**config.mk**
```make
export PLATFORM = sky130hd
export DESIGN_NAME = routing_unit_reg
export DESIGN_NICKNAME = d
export VERILOG_FILES = /design/src/rtl/routing_unit_reg.sv
export SDC_FILE = /design/constraint.sdc
export NUM_CORES = 1
export LEC_CHECK = 0
export ABC_AREA = 1
export CORE_MARGIN = 10
export CORE_UTILIZATION = 38
export CTS_CLUSTER_SIZE = 20
export DETAILED_ROUTE_END_ITERATION = 10
export PLACE_DENSITY = 0.84
export REMOVE_ABC_BUFFERS = 1
export SYNTH_ARGS = -nofsm -noshare
export SYNTH_HDL_FRONTEND = slang
export SYNTH_SLANG_ARGS = --single-unit
```
**constraint.sdc**
```tcl
create_clock -name clk -period 1.53 [get_ports clk]
set_clock_uncertainty 0.2 [all_clocks]
set_input_delay 0.306 -clock clk [delete_from_list [all_inputs] [get_ports clk]]
set_output_delay 0.306 -clock clk [all_outputs]
set_load 0.05 [all_outputs]
```
**src/rtl/routing_unit_reg.sv**
```systemverilog
// routing_unit_reg: per-port registered route computation (XY, odd-even or west-first) with a valid/ack result hold.
// Latency: a request sampled at edge t is valid from cycle t+1; one result per cycle per port when ack and request coincide.
// Backpressure: the result is held until i_select_ack; a request arriving while a result is held is ignored and flagged on o_drop.

`ifndef N
`define N 5
`endif
`ifndef M
`define M 3
`endif
`ifndef X_NODES
`define X_NODES 5
`endif
`ifndef Y_NODES
`define Y_NODES 5
`endif

module routing_unit_reg #(
  parameter int X_LOC        = 0,
  parameter int Y_LOC        = 0,
  parameter int ROUTING_TYPE = 1
) (
  input  logic                                        clk,
  input  logic                                        reset,
  input  logic [0:`N-1]                               i_routing_calculate,
  input  logic [0:`N-1][$clog2(`X_NODES)-1:0]         i_x_source,
  input  logic [0:`N-1][$clog2(`X_NODES)-1:0]         i_x_dest,
  input  logic [0:`N-1][$clog2(`Y_NODES)-1:0]         i_y_dest,
  input  logic [0:`N-1]                               i_select_ack,
  output logic [0:`N-1]                               o_select_neighbor,
  output logic [0:`N-1][0:`M-1][1:0]                  o_avail_directions,
  output logic [0:`N-1]                               o_local,
  output logic [0:`N-1]                               o_route_err,
  output logic [0:`N-1]                               o_drop
);

  localparam int N  = `N;
  localparam int M  = `M;
  localparam int XW = $clog2(`X_NODES);
  localparam int YW = $clog2(`Y_NODES);

  localparam logic [XW-1:0] XL    = XW'(X_LOC);
  localparam logic [YW-1:0] YL    = YW'(Y_LOC);
  localparam logic [XW:0]   XL_P1 = (XW+1)'(X_LOC + 1);
  localparam logic [XW:0]   XN    = (XW+1)'(`X_NODES);
  localparam logic [YW:0]   YN    = (YW+1)'(`Y_NODES);

  localparam logic [1:0] DIR_N = 2'd0;
  localparam logic [1:0] DIR_E = 2'd1;
  localparam logic [1:0] DIR_S = 2'd2;
  localparam logic [1:0] DIR_W = 2'd3;

  typedef logic [0:M-1][1:0] slots_t;

  typedef struct packed {
    slots_t slots;
    logic   loc;
    logic   err;
  } route_t;

  typedef enum logic {IDLE, VALID} state_t;

  // Minimal candidate list for one head flit; directions fill slots from 0, last slot holds the count.
  function automatic route_t calc(input logic [XW-1:0] xs,
                                  input logic [XW-1:0] xd,
                                  input logic [YW-1:0] yd);
    route_t     r;
    logic [1:0] cnt;
    logic       east;
    logic       west;
    logic       vert;
    logic [1:0] ns;
    r    = '0;
    cnt  = '0;
    east = (xd > XL);
    west = (xd < XL);
    vert = (yd != YL);
    ns   = (yd > YL) ? DIR_N : DIR_S;
    if (({1'b0, xd} >= XN) || ({1'b0, yd} >= YN)) begin
      r.err = 1'b1;
    end else if (!east && !west && !vert) begin
      r.loc = 1'b1;
    end else if (ROUTING_TYPE == 2) begin
      if (east) begin
        // Vertical turn allowed here only in odd columns or in the source column.
        if (vert && (XL[0] || (xs == XL))) begin
          r.slots[cnt] = ns;
          cnt = cnt + 2'd1;
        end
        // Keep going east unless that would land on an even destination column still needing a vertical turn.
        if (!vert || xd[0] || ({1'b0, xd} != XL_P1)) begin
          r.slots[cnt] = DIR_E;
          cnt = cnt + 2'd1;
        end
      end else if (west) begin
        r.slots[cnt] = DIR_W;
        cnt = cnt + 2'd1;
        if (!XL[0] && vert) begin
          r.slots[cnt] = ns;
          cnt = cnt + 2'd1;
        end
      end else begin
        r.slots[cnt] = ns;
        cnt = cnt + 2'd1;
      end
    end else if (ROUTING_TYPE == 3) begin
      if (west) begin
        r.slots[cnt] = DIR_W;
        cnt = cnt + 2'd1;
      end else if (east) begin
        r.slots[cnt] = DIR_E;
        cnt = cnt + 2'd1;
        if (vert) begin
          r.slots[cnt] = ns;
          cnt = cnt + 2'd1;
        end
      end else begin
        r.slots[cnt] = ns;
        cnt = cnt + 2'd1;
      end
    end else begin
      if (east) begin
        r.slots[cnt] = DIR_E;
      end else if (west) begin
        r.slots[cnt] = DIR_W;
      end else begin
        r.slots[cnt] = ns;
      end
      cnt = cnt + 2'd1;
    end
    r.slots[M-1] = cnt;
    return r;
  endfunction

  for (genvar g = 0; g < N; g++) begin : g_port
    state_t state;
    logic   sel_q;
    logic   loc_q;
    logic   err_q;
    logic   drop_q;
    slots_t slots_q;
    route_t nxt;

    assign nxt = calc(i_x_source[g], i_x_dest[g], i_y_dest[g]);

    // Per-port handshake FSM; result registers load only when a request is accepted.
    always_ff @(posedge clk or posedge reset) begin
      if (reset) begin
        state   <= IDLE;
        sel_q   <= 1'b0;
        loc_q   <= 1'b0;
        err_q   <= 1'b0;
        drop_q  <= 1'b0;
        slots_q <= '0;
      end else begin
        drop_q <= 1'b0;
        case (state)
          IDLE: begin
            if (i_routing_calculate[g]) begin
              state   <= VALID;
              sel_q   <= 1'b1;
              slots_q <= nxt.slots;
              loc_q   <= nxt.loc;
              err_q   <= nxt.err;
            end
          end
          VALID: begin
            if (i_select_ack[g]) begin
              if (i_routing_calculate[g]) begin
                slots_q <= nxt.slots;
                loc_q   <= nxt.loc;
                err_q   <= nxt.err;
              end else begin
                state <= IDLE;
                sel_q <= 1'b0;
              end
            end else if (i_routing_calculate[g]) begin
              drop_q <= 1'b1;
            end
          end
          default: begin
            state <= IDLE;
            sel_q <= 1'b0;
          end
        endcase
      end
    end

    assign o_select_neighbor[g]  = sel_q;
    assign o_avail_directions[g] = slots_q;
    assign o_local[g]            = loc_q;
    assign o_route_err[g]        = err_q;
    assign o_drop[g]             = drop_q;
  end

endmodule

```
==> summary.md <==
| Metric | Value |
|---|---|
| GP Congestion | `about 0.74` |
| Initial antenna violation count | `0` |
| PostCTS Resize Cnt | `0` |
| Final Hold Fails | `0` |
| DIE WIDTH | `slightly above 90 um` |
| GRT met3 Usage | `5.320%` |
| Sequential area share after synthesis | `a little under half` |
| Critical Path AT | `a little under 900 ps` |
| Critical path class | `flop to output pin` |
| Largest net degree at the start of global routing | `36` |
| Worst hold slack | `around 200 ps` |
| YS warnings | `0` |
| Syn avg cell area | `between 8 and 9 um2` |
| Area delta synth->final | `52.57%` |
| TritonCTS Buffers | `5` |
| Core footprint | `roughly 0.0048 mm2` |
| Fmax | `~730 MHz` |
| Worst-Skew Late Latency | `between 200 and 300 ps` |
| EDFF count, synth | `0` |
| Post-CTS Setup Inserts | `0` |
| MaxCap Viol Count | `0` |
| Synth Instances | `227` |
| 1st-pass router iterations | `4` |
| Wire length per cell | `~12 um` |
| Storage cell area | `around 880 um2` |
| Worst Setup Start Kind | `flop` |
| # IOs | `between 100 and 150` |
| Busiest layer in global routing | `met2` |
| Hold-fix buffers, CTS | `0` |
| # setup viols final | `0` |
| Most used flip-flop cell after synthesis | `dfrtp_1` |
| Longest Clk Path Bufs | `2` |
| Final Net Count | `around 350` |
| Power after layout | `between 2 and 3 mW` |
| Gr usage total | `between 10% and 20%` |
| CP required | `approximately 1000 ps` |
| Max rail drop VDD | `about 0.47 mV` |
| DRC | `0` |
| Post-synth top cells | `41 x nand2_1, 40 x buf_4, 35 x dfrtp_1, 28 x nor2_1, 25 x inv_1` |
| Most common cell in the netlist | `nand2_1` |
| Internal reg-to-reg setup slack | `between 400 and 500 ps` |
| Clock Sinks | `35` |
| Die Ht | `about 91 um` |
| CP bufs+invs | `1` |
| Async SR Flop Fraction | `100.0%` |
| Dpl cells | `roughly 350` |
| Period utilisation layout | `89.62%` |
| Synth top area share | `46.17%` |
| Drt first-iter violations | `33` |
| Slew Limit Fails | `0` |
| Via count | `around 1,500` |
| Hold Path Class | `input port to asynchronous set/reset pin` |
| Netlist Area Pre-Place | `approximately 0.0019 mm2` |
| Die area | `between 0.008 and 0.009 mm2` |
| Crit path max fanout | `2` |
| Grt total ovfl | `0` |
| Worst-path cell chain | `buf_12` |
| Top delay family on crit path | `flip-flops` |
| CTS Root Cell | `clkbuf_8` |
| Share of layout cells above drive strength 1 | `between 10% and 20%` |
| First-pass GRT wire length | `about 6.9 mm` |
| Number of H-tree levels | `2` |
| FILL cells | `just under 400` |
| Multi-input gate area | `approximately 700 um2` |
| CP max stage cell | `dfrtp_1` |
| FF+latch count, synth | `35` |
| Drt via density | `roughly 4.1` |
| Synth area leader | `dfrtp_1` |
| Crit end category | `output pin` |
| Starting density of the core | `between 30% and 40%` |
| CP peak stage delay | `420 ps` |
| Met2 usage | `18.09%` |
| Number of inserted diodes | `0` |
| WL final | `around 4.2 mm` |
| Number of global-route vias before repair | `between 1,500 and 2,000` |
| Leakage Power | `1.406 nW` |
| Rows | `25` |
| Unrepaired setup endpoints after global routing | `false` |
| Crit path time final | `1371 ps` |
| IO Port Bufs | `71` |
| Synth top area cells | `dfrtp_1 46%, buf_4 16%, nand2_1 8.1%` |
| Power per Cell Area | `roughly 1000 mW/mm2` |
| Status | `finished clean` |
| Antenna-violating nets left | `0` |
| Met1 Usage GRT | `10.22%` |
| DP HPWL | `approximately 3.6 mm` |
| Unique masters post-synth | `18` |
| Layout Cells excl Fill | `about 360` |
| TritonCTS clock tree | `yes` |
| Clk slew on worst S/H paths | `roughly 70 ps` |
==> layout make-up <==
type / instances / area share (%)
repair buffers: 76 / 36.66
inverters: 28 / 3.632
clock buffers: 7 / 2.637
flip-flops and latches: 35 / 30.26
clock inverters: 1 / 0.1729
multi-input cells: 143 / 23.74
well taps: 67 / 2.897
==> flip-flops by register name, indices dropped and copies added, names as in the netlist <==
register and flops:
g_port.drop_q 5, g_port.sel_q 5, g_port.state 5, g_port.loc_q 5, o_avail_directions 10, g_port.err_q 5
==> power by group <==
group          total [mW]  internal [mW]  switching [mW]
registers            1.13           1.02           0.105
clock network       0.620          0.319           0.301
logic                1.14          0.506           0.632
total                2.88           1.85            1.04
==> placed cells by master (no fill, tap or decap) <==
cell / synthesis / final
inv_1: 25 / 25
a21oi_1: 11 / 11
nand3b_1: 4 / 4
inv_2: 2 / 2
clkbuf_1: 0 / 2
o21ai_4: 1 / 1
nor2_4: 4 / 4
nand2_4: 5 / 5
clkdlybuf4s50_1: 0 / 41
nand3_1: 8 / 8
o21ai_0: 1 / 1
conb_1: 1 / 20
nand2_2: 4 / 4
nor3_1: 7 / 7
clkinv_2: 0 / 1
dfrtp_1: 35 / 35
clkbuf_8: 0 / 5
nor2_1: 28 / 28
buf_12: 0 / 31
nand2_1: 41 / 41
buf_4: 40 / 4
clkinv_1: 1 / 1
o21ai_1: 9 / 9
==> cell families (layout without fill, tap and decap cells) <==
logic type / after synthesis / in the layout / share of synthesized area (%)
flops: 35 / 35 / 46.17
other cells: 1 / 20 / 0.1977
simple gates: 101 / 101 / 25.86
compound gates: 22 / 22 / 6.398
buf+inv: 68 / 112 / 21.37
==> path summary, 6_finish.rpt <==
| check | cells after the start | to | start |
|---|---|---|---|
| max | 1 | o_avail_directions[0] | o_avail_directions[0] |
| min | 3 | o_avail_directions[28] | reset |
| max reg2reg | 5 | o_avail_directions[12] | g_port[2].state |
| min reg2reg | 2 | o_avail_directions[16] | o_avail_directions[16] |
| max in group asynchronous | 3 | g_port[2].drop_q | reset |
| min in group clk | 2 | o_avail_directions[16] | o_avail_directions[16] |
==> routing by layer <==
layer | up-vias | wire, um
met3 | 5 | 332
met5 | - | 0
li1 | 765 | -
met1 | 641 | 1622
met2 | 51 | 2167
met4 | 0 | 39
==> per-stage QoR <==
step / worst slack [ps] / utilization [%] / cell area, um2 / setup TNS [ps]
after floorplan: 248.1 / - / 1668 / 0
after global placement: -113.3 / 58.77 / 2813 / -251.9
after detailed placement: -126.8 / 58.77 / 2813 / -349.4
after CTS: 146.0 / 60.47 / 2894 / 0
after global routing: 117.7 / 60.47 / 2894 / 0
final: 158.8 / 60.47 / 2894 / 0
(Power assumes the default switching activity.)
